File: config.mk
export PLATFORM = sky130hd
export DESIGN_NAME = sub_bytes_seq
export DESIGN_NICKNAME = d
export VERILOG_FILES = /design/src/rtl/sub_bytes_seq.sv
export SDC_FILE = /design/constraint.sdc
export NUM_CORES = 1
export LEC_CHECK = 0
export CORE_MARGIN = 2
export CORE_UTILIZATION = 26
export DETAILED_ROUTE_END_ITERATION = 8
export GPL_TIMING_DRIVEN = 0
export RECOVER_POWER = 50
export SLEW_MARGIN = 10
export SYNTH_ARGS = -nofsm -noshare
export SYNTH_HDL_FRONTEND = slang
export SYNTH_SLANG_ARGS = --single-unit
File: constraint.sdc
create_clock -name clk_i -period 2.4 [get_ports clk_i]
set_input_delay 0.48 -clock clk_i [delete_from_list [all_inputs] [get_ports clk_i]]
set_output_delay 0.48 -clock clk_i [all_outputs]
set_load 0.01 [all_outputs]
File: src/rtl/sub_bytes_seq.sv
// Sequential AES SubBytes: walks the 16 state bytes through LANES external S-box ROMs,
// substituting in place, with valid/ready handshakes on both sides.

module sub_bytes_lane #(
   parameter int STEPS = 16,
   parameter int CW    = 4
) (
   input  logic                   en,
   input  logic [CW-1:0]          step,
   input  logic [STEPS-1:0][7:0]  cand,
   output logic [7:0]             addr
);
   assign addr = en ? cand[step] : 8'h00;
endmodule

module sub_bytes_seq #(
   parameter int LANES = 1
) (
   input  logic                 clk_i,
   input  logic                 reset_n_i,
   input  logic                 v_i,
   output logic                 ready_o,
   input  logic [127:0]         state_i,
   output logic                 v_o,
   input  logic                 ready_i,
   output logic [127:0]         state_o,
   output logic [8*LANES-1:0]   sbox_addr_o,
   input  logic [8*LANES-1:0]   sbox_data_i
);
   localparam int STEPS = 16 / LANES;
   localparam int CW    = (STEPS > 1) ? $clog2(STEPS) : 1;

   generate
      if (LANES != 1 && LANES != 2 && LANES != 4 && LANES != 8 && LANES != 16) begin : g_bad_lanes
         $error("sub_bytes_seq: LANES must be 1, 2, 4, 8 or 16");
      end
   endgenerate

   typedef enum logic [1:0] {IDLE, BUSY, DONE} state_t;

   state_t            st_q;
   logic [CW-1:0]     step_q;
   logic [15:0][7:0]  data_q;   // byte k lives at index 15-k
   logic [15:0][7:0]  sub_buf;
   logic              busy;

   assign busy    = (st_q == BUSY);
   assign ready_o = (st_q == IDLE) || ((st_q == DONE) && ready_i);
   assign state_o = data_q;

   // Lane j at step s addresses byte s*LANES+j.
   generate
      for (genvar j = 0; j < LANES; j++) begin : g_lane
         logic [STEPS-1:0][7:0] cand;
         for (genvar s = 0; s < STEPS; s++) begin : g_cand
            assign cand[s] = data_q[15-(s*LANES+j)];
         end
         sub_bytes_lane #(.STEPS(STEPS), .CW(CW)) u_lane (
            .en   (busy),
            .step (step_q),
            .cand (cand),
            .addr (sbox_addr_o[8*j +: 8])
         );
      end

      for (genvar k = 0; k < 16; k++) begin : g_sub
         assign sub_buf[15-k] = (step_q == CW'(k / LANES)) ? sbox_data_i[8*(k % LANES) +: 8]
                                                          : data_q[15-k];
      end
   endgenerate

   always_ff @(posedge clk_i or negedge reset_n_i) begin
      if (!reset_n_i) begin
         st_q   <= IDLE;
         step_q <= '0;
         data_q <= '0;
         v_o    <= 1'b0;
      end else begin
         case (st_q)
            IDLE: begin
               if (v_i) begin
                  data_q <= state_i;
                  step_q <= '0;
                  st_q   <= BUSY;
               end
            end
            BUSY: begin
               data_q <= sub_buf;
               if (step_q == CW'(STEPS - 1)) begin
                  st_q <= DONE;
                  v_o  <= 1'b1;
               end else begin
                  step_q <= step_q + 1'b1;
               end
            end
            DONE: begin
               // Pop and push may coincide for back-to-back blocks.
               if (ready_i) begin
                  v_o <= 1'b0;
                  if (v_i) begin
                     data_q <= state_i;
                     step_q <= '0;
                     st_q   <= BUSY;
                  end else begin
                     st_q <= IDLE;
                  end
               end
            end
            default: st_q <= IDLE;
         endcase
      end
   end
endmodule
Word level (Yosys, flattened, before mapping)
Index checks and enable logic that the tools add are counted.

operators by class
  add/sub/neg operators = 1
  $lt $le $gt $ge = 1
  equal/unequal tests = 36
  muxes and demuxes = 34
  reductions and logical operators = 25

operators by type and width
  operator               count
  $pmux W128 S3          1
  $mux W128              2
  $mux W8                18
  $reduce_and A3 Y1      19
  $ne A2 B2 Y1 const B   19
  $bmux W8 S4            1
  $eq A4 B4 Y1 const B   8
  $eq A4 B3 Y1 const B   4
  $mux W4                3
  $pmux W4 S3            1
  $eq A4 B2 Y1 const B   2
  $mux W2                3
  $pmux W2 S3            1
  $lt A4 B5 Y1 const B   1
  $add A4 B1 Y4 const B  1
  $eq A4 B1 Y1 const B   1
  $logic_not A4 Y1       1
  $mux W1                3
  $reduce_bool A3 Y1     1
  $eq A2 B1 Y1 const B   1
  $eq A2 B2 Y1 const B   1
  $logic_not A2 Y1       1
  $pmux W1 S2            1
  $reduce_bool A2 Y1     1
  other kinds (2)        2

storage, ports and cells
  flip-flop bits (word level) = 135
  word-level logic and storage cells = 116

Logic depth before layout (Yosys ltp)
  word-level depth = 3
  depth in mapped cells = 9
  mapped depth without buffers = 6

Modules after synthesis
From an unflattened synthesis, not the netlist that was laid out.

unflattened totals
  cells, all modules = 768
  area total of the unflattened synthesis = 7,992.7 um^2

modules (own cells, without submodules)
  module          times used  cells each  area an instance (um^2)
  sub_bytes_seq   1           636         6,817.8
  sub_bytes_lane  1           132         1,174.9

Least setup slack after synthesis
OpenSTA, ideal clock, no wires.

  path type = register to register
  from = register step_q[0]
  to = register data_q (netlist bit state_o[106])
  setup time = 73 ps
  data arrival time = 2,247 ps
  path slack = 80 ps
  stages on the path, launching flop included = 10
  path buffers = 3
  clock period less this slack = 2,320 ps
  path through = dfrtp_1 buf_2 buf_2 inv_1 ha_1 or3b_2 a221oi_4 buf_6 nor2_1 a21oi_2

between the ends
  word-level cells in the longest chain between the ends = 3

RTL lines
  what                                line  text
  from (decl)                         42    logic [CW-1:0] step_q;
  from (signal assigned)              93    step_q <= step_q + 1'b1;
  $eq A4 B2 Y1                        67    assign sub_buf[15-k] = (step_q == CW'(k / LANES)) ? sbox_data_i[8*(k % LANES) +: 8]
  $ne A2 B2 Y1 (no source line)       n/a
  $reduce_and A3 Y1 (no source line)  n/a
  to (signal assigned)                82    data_q <= state_i;
  to (signal assigned)                88    data_q <= sub_buf;
  to (signal assigned)                101   data_q <= state_i;
  to (decl)                           43    logic [15:0][7:0] data_q;

No other way between the ends.
A chain may end at the register's enable or synchronous reset.

Final worst setup path
  from = register step_q[0]
  to = output sbox_addr_o[2]

between the ends
  word-level cells in the longest chain between the ends = 3

RTL lines
  what                           line  text
  $bmux W8 S4                    13    assign addr = en ? cand[step] : 8'h00;
  $mux W8 (implied by the code)  13
  $mux W8                        13
  to (decl)                      27    output logic [8*LANES-1:0] sbox_addr_o,

No other way between the ends. The select of a mux whose other input is x is not followed.

==> metrics.md <==
| Metric | Value |
|---|---|
| Outcome | `finished, violations left` |
| Failing checks | `capacitance limit, slew limit, setup timing` |
| Met2 usage | `0.3922` |
| H-tree depth | `4` |
| Overall power | `0.02151 W` |
| Worst-Margin Slew | `approximately 2.1 ns` |
| Power Density | `~1800 mW/mm^2` |
| Crit-path cells | `buf_12 -> buf_12 -> mux4_2 -> mux2i_4 -> o22ai_1 -> buf_2` |
| CTS tree | `built` |
| Tcrit/Tclk final | `1.129` |
| Port Buffers | `~280` |
| Routed WL | `about 36,000 um` |
| First-pass GRT wire length | `50,460 um` |
| Layout cells sized above 1 | `0.1780` |
| DIE AREA | `0.02959 mm^2` |
| Num CTS Buffers | `17` |
| Drt initial violations | `about 560` |
| Antenna violations before repair | `1` |
| Ys flop type | `dfrtp_1` |
| Crit-path leading delay family | `multiplexers` |
| Highest net fanout along the worst path | `8` |
| Fillers | `between 2,000 and 3,000` |
| Mapped cell area | `approximately 0.0073 mm^2` |
| Vias in the first global route | `about 7,500` |
| Die Span Y | `172.0 um` |
| Setup TNS | `-2.211 ns` |
| Clk_lat worst skew | `between 0.4 and 0.5 ns` |
| Wire length per cell | `around 24 um` |
| Sequential-to-total area share from yosys stat | `0.4603` |
| Critical path's slowest cell | `mux4_2` |
| Final ANT Viol Nets | `0` |
| Synth Register Bits | `approximately 140` |
| Worst rel slew slack | `-0.3995` |
| Drt drc | `0` |
| CTS max path bufs | `2` |
| Critical Path AT | `approximately 2.2 ns` |
| Leading cell type in the layout, fill and taps excluded | `a21oi_1` |
| Leak | `4.557 nW` |
| Yosys warning count | `0` |
| Syn Inst Count | `between 700 and 800` |
| Vias per inst | `5.143` |
| Pin count of the biggest net entering global routing | `a little under 80` |
| VDD IR max | `0.6439 mV` |
| Clk root buf | `clkbuf_16` |
| Layout area overhead | `60.09%` |
| Setup ws final | `-0.3096 ns` |
| Leading cell types in the layout, fill and taps excluded | `257 x a21oi_1, 213 x clkdlybuf4s50_1, 136 x nor2_1, 134 x dfrtp_1, 54 x dlygate4sd3_1` |
| Initial core utilization | `0.2642` |
| WHS | `0.5469 ns` |
| Slew Limit Fails | `78` |
| Async S/R FF share, synth | `1.000` |
| Setup crit end kind | `output port` |
| ANT cells | `0` |
| Syn avg cell area | `9.918 um^2` |
| Clock Sinks | `about 140` |
| WS Path Type | `reg -> out` |
| Grt ovf | `0` |
| Clock transition at path regs | `around 0.06 ns` |
| Post-synth EDFFs | `0` |
| GRT Total Usage | `0.2387` |
| Post-synth cell types | `33` |
| Detail Placement HPWL | `approximately 26,000 um` |
| Placed instance count | `approximately 1,400` |
| WP data required | `roughly 1.9 ns` |
| Final hold vios | `0` |
| Tmin final | `between 2 and 3 ns` |
| # IOs | `278` |
| F_max | `~0.37 GHz` |
| Layout Cells excl Fill | `~1,500` |
| Max incr delay on CP | `approximately 0.55 ns` |
| RSZ-0062 raised after global routing | `true` |
| Final setup fails | `8` |
| Maxcap violations | `1` |
| DR pass1 iterations | `7` |
| Global-route met1 utilization | `0.3189` |
| Via count | `roughly 7,500` |
| Syn nets | `roughly 890` |
| GPL Wtd Cong | `approximately 0.88` |
| Nets | `1,205` |
| Met3 usage | `0.05035` |
| Core area | `0.02778 mm^2` |
| Rows | `between 60 and 70` |
| Crit path buf inv count | `3` |
| Critical path's most frequent cell | `buf_12` |
| Die width | `~170 um` |
| Crit path launch type | `flop` |
| Clk_skew | `0.009646 ns` |
| Grt peak-use layer | `met2` |
| Hold Crit Class | `reg -> reg` |
==> final cells by class <==
| cell class | count | area, um^2 | share of cell area |
|---|---|---|---|
| repair buffers | 304 | 3013 | 0.2564 |
| flip-flops and latches | 135 | 3379 | 0.2876 |
| well taps | 378 | 473.0 | 0.04025 |
| multi-input cells | 532 | 3720 | 0.3166 |
| inverters | 2 | 10.01 | 0.0008519 |
| clock inverters | 10 | 166.4 | 0.01416 |
| plain buffers | 68 | 504.2 | 0.04291 |
| clock buffers | 22 | 484.2 | 0.04121 |
==> synthesized netlist by cell type (all sizes together), types with 5 or more instances <==
cell	count	area [um^2]
nor2	140	533.0
nand3	7	35.03
mux4	24	540.5
mux2i	23	230.2
nand3b	9	67.56
o22ai	8	50.05
clkbuf	28	108.9
a21oi	261	1321
buf	43	314.1
dfrtp	135	3378
a221o	8	80.08
ha	5	62.56
and2	9	56.30
a221oi	16	409.1
==> sequential cells by signal (all words and copies together) (netlist names) <==
| register | cells |
|---|---|
| st_q | 2 |
| step_q | 4 |
| state_o | 128 |
| v_o | 1 |
==> routing by layer <==
metal  routed length, um  up-vias
met5                   9        -
met3                2880       45
met1               15220     3716
met4                 774        2
met2               16660      394
li1                    -     3305
==> where the power goes <==
| group | switching [W] | internal (W) |
|---|---|---|
| combinational | 0.00761 | 0.00635 |
| clock | 0.00109 | 0.00186 |
| sequential | 0.00110 | 0.00351 |
==> path summary, 6_finish.rpt <==
check / from / to / slack (ns) / depth (start not counted)
max: step_q[0]$_DFFE_PN0P_ / sbox_addr_o[2] / -0.31 / 6
min: state_o[108]$_DFFE_PN0P_ / state_o[108]$_DFFE_PN0P_ / 0.55 / 2
max reg2reg: step_q[0]$_DFFE_PN0P_ / state_o[106]$_DFFE_PN0P_ / 0.02 / 9
min reg2reg: state_o[108]$_DFFE_PN0P_ / state_o[108]$_DFFE_PN0P_ / 0.55 / 2
max in group asynchronous: reset_n_i / state_o[1]$_DFFE_PN0P_ / 0.28 / 2
min in group asynchronous: reset_n_i / state_o[98]$_DFFE_PN0P_ / 0.64 / 1
==> stage by stage <==
step	instance area, um^2	utilization	worst slack, ns
after floorplan	7340	-	0.07984
after global placement	10590	0.3810	-4.958
after detailed placement	10620	0.3822	-0.9766
after CTS	11600	0.4174	-0.3094
after global routing	11750	0.4229	-0.3643
final	11750	0.4229	-0.3096
==> worst min-delay path: cells and delay by family (launching register included) <==
kind	cells	cell delay [ns]
flip-flops	1	0.36
AO/OA/AOI/OAI	1	0.10
AND/OR/NAND/NOR	1	0.05
==> what timing repair did <==
action                                  in CTS  in global routing
hold buffers                                 0                  0
setup buffers                               11                 11
pin swaps                                    7                  9
gates resized for setup                     95                 28
gates cloned                                 2                  2
endpoints found under the setup margin     113                 67
==> cells by family (layout without fill, tap and decap cells) <==
family	count (synthesis)	in the layout	synth area share
AND/OR/NAND/NOR	181	181	0.1086
flip-flops	135	135	0.4603
multiplexers	48	48	0.1065
buffers and inverters	73	406	0.05864
AO/OA/AOI/OAI	298	298	0.2574
adder cells (fa/ha/maj)	5	5	0.008524
Note: power is estimated with default switching activity, not from simulation.
